### src/rtl/fp_instr_encoder.sv
// FP instruction encoder: turns micro-op requests into 32-bit FP ISA words, queued in a FIFO
// with byte addresses. Define FP_ENC_ILLEGAL_NOP_EN to push a NOP for illegal requests.
module fp_instr_encoder #(
    parameter int unsigned DEPTH  = 4,
    parameter int unsigned ADDR_W = 16
) (
    input  logic                       clk,
    input  logic                       rst_n,
    input  logic                       op_valid,
    output logic                       op_ready,
    input  logic [3:0]                 op_code,
    input  logic                       op_imm,
    input  logic [4:0]                 op_rs,
    input  logic [4:0]                 op_rt,
    input  logic [4:0]                 op_rd,
    input  logic [15:0]                op_imm16,
    input  logic                       addr_load,
    input  logic [ADDR_W-1:0]          addr_base,
    output logic                       instr_valid,
    input  logic                       instr_ready,
    output logic [31:0]                instr,
    output logic [ADDR_W-1:0]          instr_addr,
    output logic [$clog2(DEPTH):0]     level,
    output logic                       illegal
);

    localparam int unsigned PTR_W = $clog2(DEPTH);
    localparam int unsigned LVL_W = PTR_W + 1;

    logic [31:0]       data_q [DEPTH];
    logic [ADDR_W-1:0] addr_q [DEPTH];
    logic [PTR_W-1:0]  wr_ptr_q, rd_ptr_q;
    logic [LVL_W-1:0]  level_q;
    logic [ADDR_W-1:0] cnt_q;
    logic              illegal_q;

    logic [31:0]       enc_word;
    logic              is_illegal;
    logic              accept, push, pop;
    logic [ADDR_W-1:0] tag_addr;

    always_comb begin
        enc_word   = '0;
        is_illegal = 1'b0;
        case (op_code)
            4'b0000: begin
                if (op_imm) enc_word = {6'b110011, op_rs, op_rt, op_imm16};
                else        enc_word = {6'b110000, op_rs, op_rt, op_rd, 5'b0, 2'b00, op_code};
            end
            4'b0001, 4'b0010, 4'b0011, 4'b0100,
            4'b0101, 4'b0110, 4'b0111, 4'b1000: begin
                if (op_imm) is_illegal = 1'b1;
                else        enc_word = {6'b110000, op_rs, op_rt, op_rd, 5'b0, 2'b00, op_code};
            end
            4'b1001: enc_word = {6'b110001, op_rs, op_rt, op_imm16};
            4'b1010: enc_word = {6'b110010, op_rs, op_rt, op_imm16};
            4'b1011: enc_word = {6'b110100, op_rs, op_rt, op_imm16};
            default: is_illegal = 1'b1;
        endcase
    end

    assign op_ready    = (level_q != LVL_W'(DEPTH));
    assign instr_valid = (level_q != '0);
    assign accept      = op_valid && op_ready;
    assign pop         = instr_valid && instr_ready;

`ifdef FP_ENC_ILLEGAL_NOP_EN
    // Illegal requests become a NOP word (enc_word is zero for them) and take an address slot.
    assign push = accept;
`else
    assign push = accept && !is_illegal;
`endif

    // A same-cycle load overrides the counter for the word being pushed.
    assign tag_addr = addr_load ? (addr_base & ~ADDR_W'(3)) : cnt_q;

    assign instr      = instr_valid ? data_q[rd_ptr_q] : '0;
    assign instr_addr = instr_valid ? addr_q[rd_ptr_q] : '0;
    assign level      = level_q;
    assign illegal    = illegal_q;

    always_ff @(posedge clk or negedge rst_n) begin
        if (!rst_n) begin
            for (int i = 0; i < DEPTH; i++) begin
                data_q[i] <= '0;
                addr_q[i] <= '0;
            end
            wr_ptr_q  <= '0;
            rd_ptr_q  <= '0;
            level_q   <= '0;
            cnt_q     <= '0;
            illegal_q <= 1'b0;
        end else begin
            illegal_q <= accept && is_illegal;
            if (push) begin
                data_q[wr_ptr_q] <= enc_word;
                addr_q[wr_ptr_q] <= tag_addr;
                wr_ptr_q         <= wr_ptr_q + PTR_W'(1);
                cnt_q            <= tag_addr + ADDR_W'(4);
            end else if (addr_load) begin
                cnt_q <= tag_addr;
            end
            if (pop) rd_ptr_q <= rd_ptr_q + PTR_W'(1);
            case ({push, pop})
                2'b10:   level_q <= level_q + LVL_W'(1);
                2'b01:   level_q <= level_q - LVL_W'(1);
                default: level_q <= level_q;
            endcase
        end
    end

endmodule

### config.mk
export PLATFORM = sky130hd
export DESIGN_NAME = fp_instr_encoder
export DESIGN_NICKNAME = d
export VERILOG_FILES = /design/src/rtl/fp_instr_encoder.sv
export SDC_FILE = /design/constraint.sdc
export NUM_CORES = 1
export LEC_CHECK = 0
export ABC_AREA = 1
export CAP_MARGIN = 10
export CORE_AREA = 2 2 151 153
export DETAILED_ROUTE_END_ITERATION = 10
export DIE_AREA = 0 0 153 155
export PLACE_DENSITY = 0.71
export SYNTH_ARGS = -nofsm -noshare
export SYNTH_HDL_FRONTEND = slang
export SYNTH_SLANG_ARGS = --single-unit
### constraint.sdc
create_clock -name clk -period 2.4 [get_ports clk]
set_clock_uncertainty 0.1 [all_clocks]
set_input_delay 0.48 -clock clk [delete_from_list [all_inputs] [get_ports clk]]
set_output_delay 0.48 -clock clk [all_outputs]
set_load 0.01 [all_outputs]
After elaboration in Yosys (flattened, before gate mapping)
Cells that the tools add are included.
{ "classes": {"add_sub_neg": 5, "order_cmp": 3, "n_eq_ne": 14, "muxes": 23, "bitwise": 2, "n_reduce_logical": 12} }
{ "ops": {"columns": ["operator", "n"], "rows": [
  ["32-bit two-way mux", 5],
  ["32-bit case mux with 5 select lines", 1],
  ["128-bit bitwise mux", 1],
  ["16-bit two-way mux", 7],
  ["32-bit binary-select mux with 2-bit select", 1],
  ["64-bit bitwise mux", 1],
  ["32-bit demux with 2-bit select", 1],
  ["16-bit binary-select mux with 2-bit select", 1],
  ["16-bit demux with 2-bit select", 1],
  ["28-bit two-way mux", 1],
  ["16-bit by 3-bit adder with 16-bit output (second input constant)", 1],
  ["4-bit by 3-bit == test with 1-bit output (second input constant)", 4],
  ["4-bit == test (second input constant)", 4],
  ["4-bit by 2-bit == test with 1-bit output (second input constant)", 2],
  ["8-bit OR reduction", 1],
  ["3-bit greater-or-equal comparator (second input constant)", 2],
  ["2-bit inverter with 3-bit output", 2],
  ["3-bit case mux with 2 select lines", 1],
  ["1-bit logical AND", 5],
  ["2-bit by 1-bit adder with 2-bit output (second input constant)", 2],
  ["4-bit by 1-bit == test with 1-bit output (second input constant)", 1],
  ["4-bit zero test", 1],
  ["2-bit nonzero test", 2],
  ["4-bit OR reduction", 1],
  ["10 further kinds", 10]
]} }
{ "word_totals": {"ff_bits": 216, "inputBits": 57, "out_inout_bits": 54, "wordCells": 72} }

Logic depth before layout (Yosys ltp)
{ "depth": {"ltp_word": 7, "depth_mapped": 13, "ltp_nobuf": 12} }

Worst setup path after synthesis
Ideal clock, no wire load.
{ "synth_path": {"path_kind": "input to register", "start": "in op_code[3]", "end": "reg level_q[2], in the netlist level[2]", "t_arrival_ps": 2251, "t_required_ps": 2174, "setup_slack_ps": -77, "cell_stages": 12, "path_cell_list": "nor2_1 nand2_1 nand3_1 nand3_4 nand2_2 buf_2 ha_1 inv_1 fa_1 a21oi_1 o21ai_0 xnor2_1"} }
{ "synth_between": {"elab_chain_len": 7, "word_cells_on_any_way": 21} }
{ "synth_rtl": {"columns": ["element", "line", "rtl"], "rows": [
  ["from (decl)", "11", "input logic [3:0] op_code,"],
  ["4-bit by 1-bit == test with 1-bit output (tied with other cells)", "45", "case (op_code)"],
  ["8-bit OR reduction or 4-bit OR reduction (tied branches)", null, null],
  ["1-bit case mux with 2 select lines (*)", "45", null],
  ["1-bit zero test (*)", "71", "assign push = accept && !is_illegal;"],
  ["1-bit logical AND (*)", "71", null],
  ["2-bit by 1-bit == test with 1-bit output or 2-bit == test (tied branches)", "104", "case ({push, pop})"],
  ["3-bit case mux with 2 select lines or 2-bit nonzero test (tied branches)", null, null],
  ["to (signal assigned)", "105", "2'b10: level_q <= level_q + LVL_W'(1);"],
  ["to (signal assigned)", "106", "2'b01: level_q <= level_q - LVL_W'(1);"],
  ["to (signal assigned)", "107", "default: level_q <= level_q;"],
  ["to (decl)", "33", "logic [LVL_W-1:0] level_q;"]
]} }
Every way passes the cells marked *; elsewhere a longest branch is shown, timed or not.
A chain may end at the register's enable or synchronous reset.

Final worst setup path
{ "layout_path": {"start": "reg rd_ptr_q[0]", "end": "out instr[15]"} }
{ "layout_between": {"elab_chain_len": 5} }
{ "layout_rtl": {"columns": ["element", "line", "rtl"], "rows": [
  ["from (decl)", "32", "logic [PTR_W-1:0] wr_ptr_q, rd_ptr_q;"],
  ["from (signal assigned)", "103", "if (pop) rd_ptr_q <= rd_ptr_q + PTR_W'(1);"],
  ["2-bit inverter with 3-bit output (not written as such)", "77", "assign instr = instr_valid ? data_q[rd_ptr_q] : '0;"],
  ["32-bit binary-select mux with 2-bit select", "77", null],
  ["32-bit two-way mux (not written as such) (2 in a row)", "77", null],
  ["32-bit two-way mux", "77", null],
  ["to (decl)", "21", "output logic [31:0] instr,"]
]} }
Every way passes these cells. The select of a mux whose other input is x is not followed.

==> metrics.md <==
| Metric | Value |
|---|---|
| Dpl ws | `-357 ps` |
| Slowest-stage cell, CP | `dfrtp_2` |
| Crit path kind | `flop to output port` |
| Post-synthesis compound-gate area fraction | `7.41%` |
| Power consumption | `19,000 µW` |
| Mux share of post-synthesis cell area | `0%` |
| Violated checks | `negative setup slack` |
| Sw Share | `41.6%` |
| Core area | `22,200 µm²` |
| Met3 wire len | `3000 µm` |
| Worst Hold Class | `primary input to async pin` |
| Cells along the critical path | `buf_12 > buf_6 > buf_16 > nor2_2 > nor2_1 > o21ai_1 > a21oi_2 > buf_2` |
| N_diodes | `0` |
| Max Buffers Root-to-Sink | `3` |
| Async set-reset flop share out of synthesis | `100%` |
| Post-synth top area cell | `dfrtp_1` |
| Worst-Margin Slew | `513 ps` |
| Post-DP HPWL | `18,900 µm` |
| Drt first pass iters | `5` |
| Clk pwr share | `19.7%` |
| Final core utilization | `63.3%` |
| Top Ports | `111` |
| Hold WS | `326 ps` |
| Comb power frac | `50.3%` |
| DRT iter0 DRCs | `1,372` |
| WL final | `34,600 µm` |
| Worst R2R Start | `level[0]` |
| Post-synthesis xor/xnor area fraction | `0.970%` |
| Top cell type's share of synthesized area | `48.0%` |
| Die X | `153 µm` |
| Leak | `0.00709 µW` |
| Worst Slack Setup Final | `-129 ps` |
| Internal power | `11,100 µW` |
| Clock sinks | `208` |
| Sequential share of the synthesized area | `48.0%` |
| DR WL met2 | `16,500 µm` |
| Syn nets | `1,502` |
| Average wire per cell in the routed design | `18.4 µm` |
| Worst VDD drop | `773 µV` |
| Grt total ovfl | `0` |
| GRT Util Overall | `28.7%` |
| Drt drc | `0` |
| Relative slew slack | `65.8%` |
| Yosys warnings | `0` |
| Status | `finished with violations` |
| Fraction of layout cells with a size suffix above 1 | `18.0%` |
| Startpoint types | `flop` |
| Yosys reg bits | `208` |
| Crit path from | `rd_ptr_q[0]` |
| Psw | `7920 µW` |
| Power Density | `1350 nW/µm²` |
| Synth Area in Simple Gates | `36.6%` |
| Die Y | `155 µm` |
| Skew-Pair Late Insertion Delay | `510 ps` |
| Post-Syn Instances | `1,438` |
| Final ANT Viol Nets | `0` |
| CP peak stage delay | `430 ps` |
| Via count | `10,700` |
| CTS root buffer | `clkbuf_16` |
| Most numerous cell in the Yosys netlist | `nand2_1` |
| Critical-path maximum fanout | `8` |
| Starting Density | `48.8%` |
| IO Port Bufs | `107` |
| Main synth FF type | `dfrtp_1` |
| CTS tree | `built` |
| Maxcap violations | `0` |
| Post-synth top cells | `489 x nand2_1, 208 x dfrtp_1, 200 x nor2_1, 185 x nand4_1, 95 x o21ai_0` |
| Sequential power share | `30.0%` |
| RSZ-0062 raised after global routing | `true` |
| Fmax | `0.395 GHz` |
| Distinct cells, synth | `28` |
| Initial antenna violation count | `0` |
| Die area | `23,700 µm²` |
| Minimum clock period | `2530 ps` |
| CTS clk-pin slew, worst paths | `60 ps` |
| Vias in the first global route | `10,500` |
| Largest family of logic cells by synthesized area | `simple AND/OR/NAND/NOR gates` |
| Setup violators final | `29` |
| GPL Wtd Cong | `0.837` |
| Critical Path AT | `1950 ps` |
| CP Capture Type | `output port` |
| WP data required | `1820 ps` |
| Fin crit share | `105%` |
| Synth Area in Adders | `0.877%` |
| Largest net degree at the start of global routing | `97` |
| TNS Setup | `-1170 ps` |
| TritonCTS Buffers | `23` |
| Hold Fails Final Rpt | `0` |
| Rows | `55` |
| Htree depth | `1` |
| Max-slew violation count | `0` |
| Post-synth EDFFs | `0` |
| Post-Syn Area per Cell | `7.54 µm²` |
| First-pass GRT wire length | `55,200 µm` |
| Post-Syn Area | `10,800 µm²` |
| Syn-to-layout area delta | `29.9%` |
| Main area contributors after synthesis | `dfrtp_1 48%, nand2_1 17%, nand4_1 11%` |
| Via density | `5.71` |
| M1 WL | `14,200 µm` |
| Highest metal used | `met4` |
| Post-layout nets | `1,644` |
-- metrics by stage --
step / cell area [µm²] / instances
2_1_floorplan: 10800 / 1438
3_3_place_gp: 12700 / 1804
3_5_place_dp: 12700 / 1804
4_1_cts: 13800 / 1870
5_1_grt: 14100 / 1882
6_report: 14100 / 1882
-- logic make-up (layout without fill, tap and decap cells) --
family	Yosys count	after routing
buf+inv	148	307
compound gates	156	156
fa+ha+maj	7	7
simple gates	906	906
xor+xnor	12	12
flops	208	208
other cells	1	1
-- worst max-delay path, delay by kind of cell, from the launching register on --
kind / cells / cell delay (ps)
flops: 1 / 430
simple gates: 2 / 200
buf+inv: 4 / 580
compound gates: 2 / 230
-- worst paths after layout --
| kind | cells after the start | slack [ps] | end |
|---|---|---|---|
| worst max-delay path | 8 | -130 | instr[15] |
| worst max register to register | 10 | 190 | level[1] |
| max in group asynchronous | 3 | 1210 | rd_ptr_q[1] |
| worst min-delay path | 2 | 330 | data_q[74] |
| min in group clk | 2 | 360 | data_q[5] |
| worst min register to register | 2 | 360 | data_q[5] |
-- registers in the layout, indices dropped and copies added, names as in the netlist --
register	flops
illegal	1
wr_ptr_q	2
rd_ptr_q	2
cnt_q	16
data_q	120
addr_q	64
level	3
-- layer usage --
metal / global-route usage (%) / vias up
met5: 0 / -
met4: 9.04 / 0
met3: 3.37 / 76
met2: 47.5 / 533
met1: 39.8 / 5073
li1: - / 5056
-- layout make-up --
type                       instances  area, µm²
clock buffer                      36        694
clock inverter                     6        113
fill                            1887       8150
inverter                          31        150
multi-input combinational       1082       5160
sequential                       208       5210
tap                              285        357
timing repair buffer             234       2390
-- power groups by stage --
stage | clock, µW | sequential [µW] | combinational [µW]
after global placement | 0 | 5610 | 8230
after CTS | 3790 | 5630 | 8900
final | 3760 | 5700 | 9570
after detailed placement | 0 | 5660 | 8350
after floorplan | 0 | 5470 | 4740
after global routing | 3950 | 5870 | 10400
-- what timing repair did --
| item | in CTS | in global routing |
|---|---|---|
| setup buffers | 14 | 12 |
| gates cloned | 9 | 3 |
| hold buffers | 1 | 0 |
| setup endpoints to repair | 48 | 42 |
| hold endpoints to repair | 23 | 0 |
| pin swaps | 28 | 22 |
| resized for setup | 261 | 79 |
-- cells in the final DEF (no fill, tap or decap), drive strengths merged, types with 14 or more instances in the layout --
cell type,n
nor2,202
buf,170
nand3,14
dfrtp,208
a21oi,50
nand4,185
clkdlybuf4s50,58
clkbuf,40
o21ai,97
nand2,502
inv,31
(Power assumes the default switching activity.)
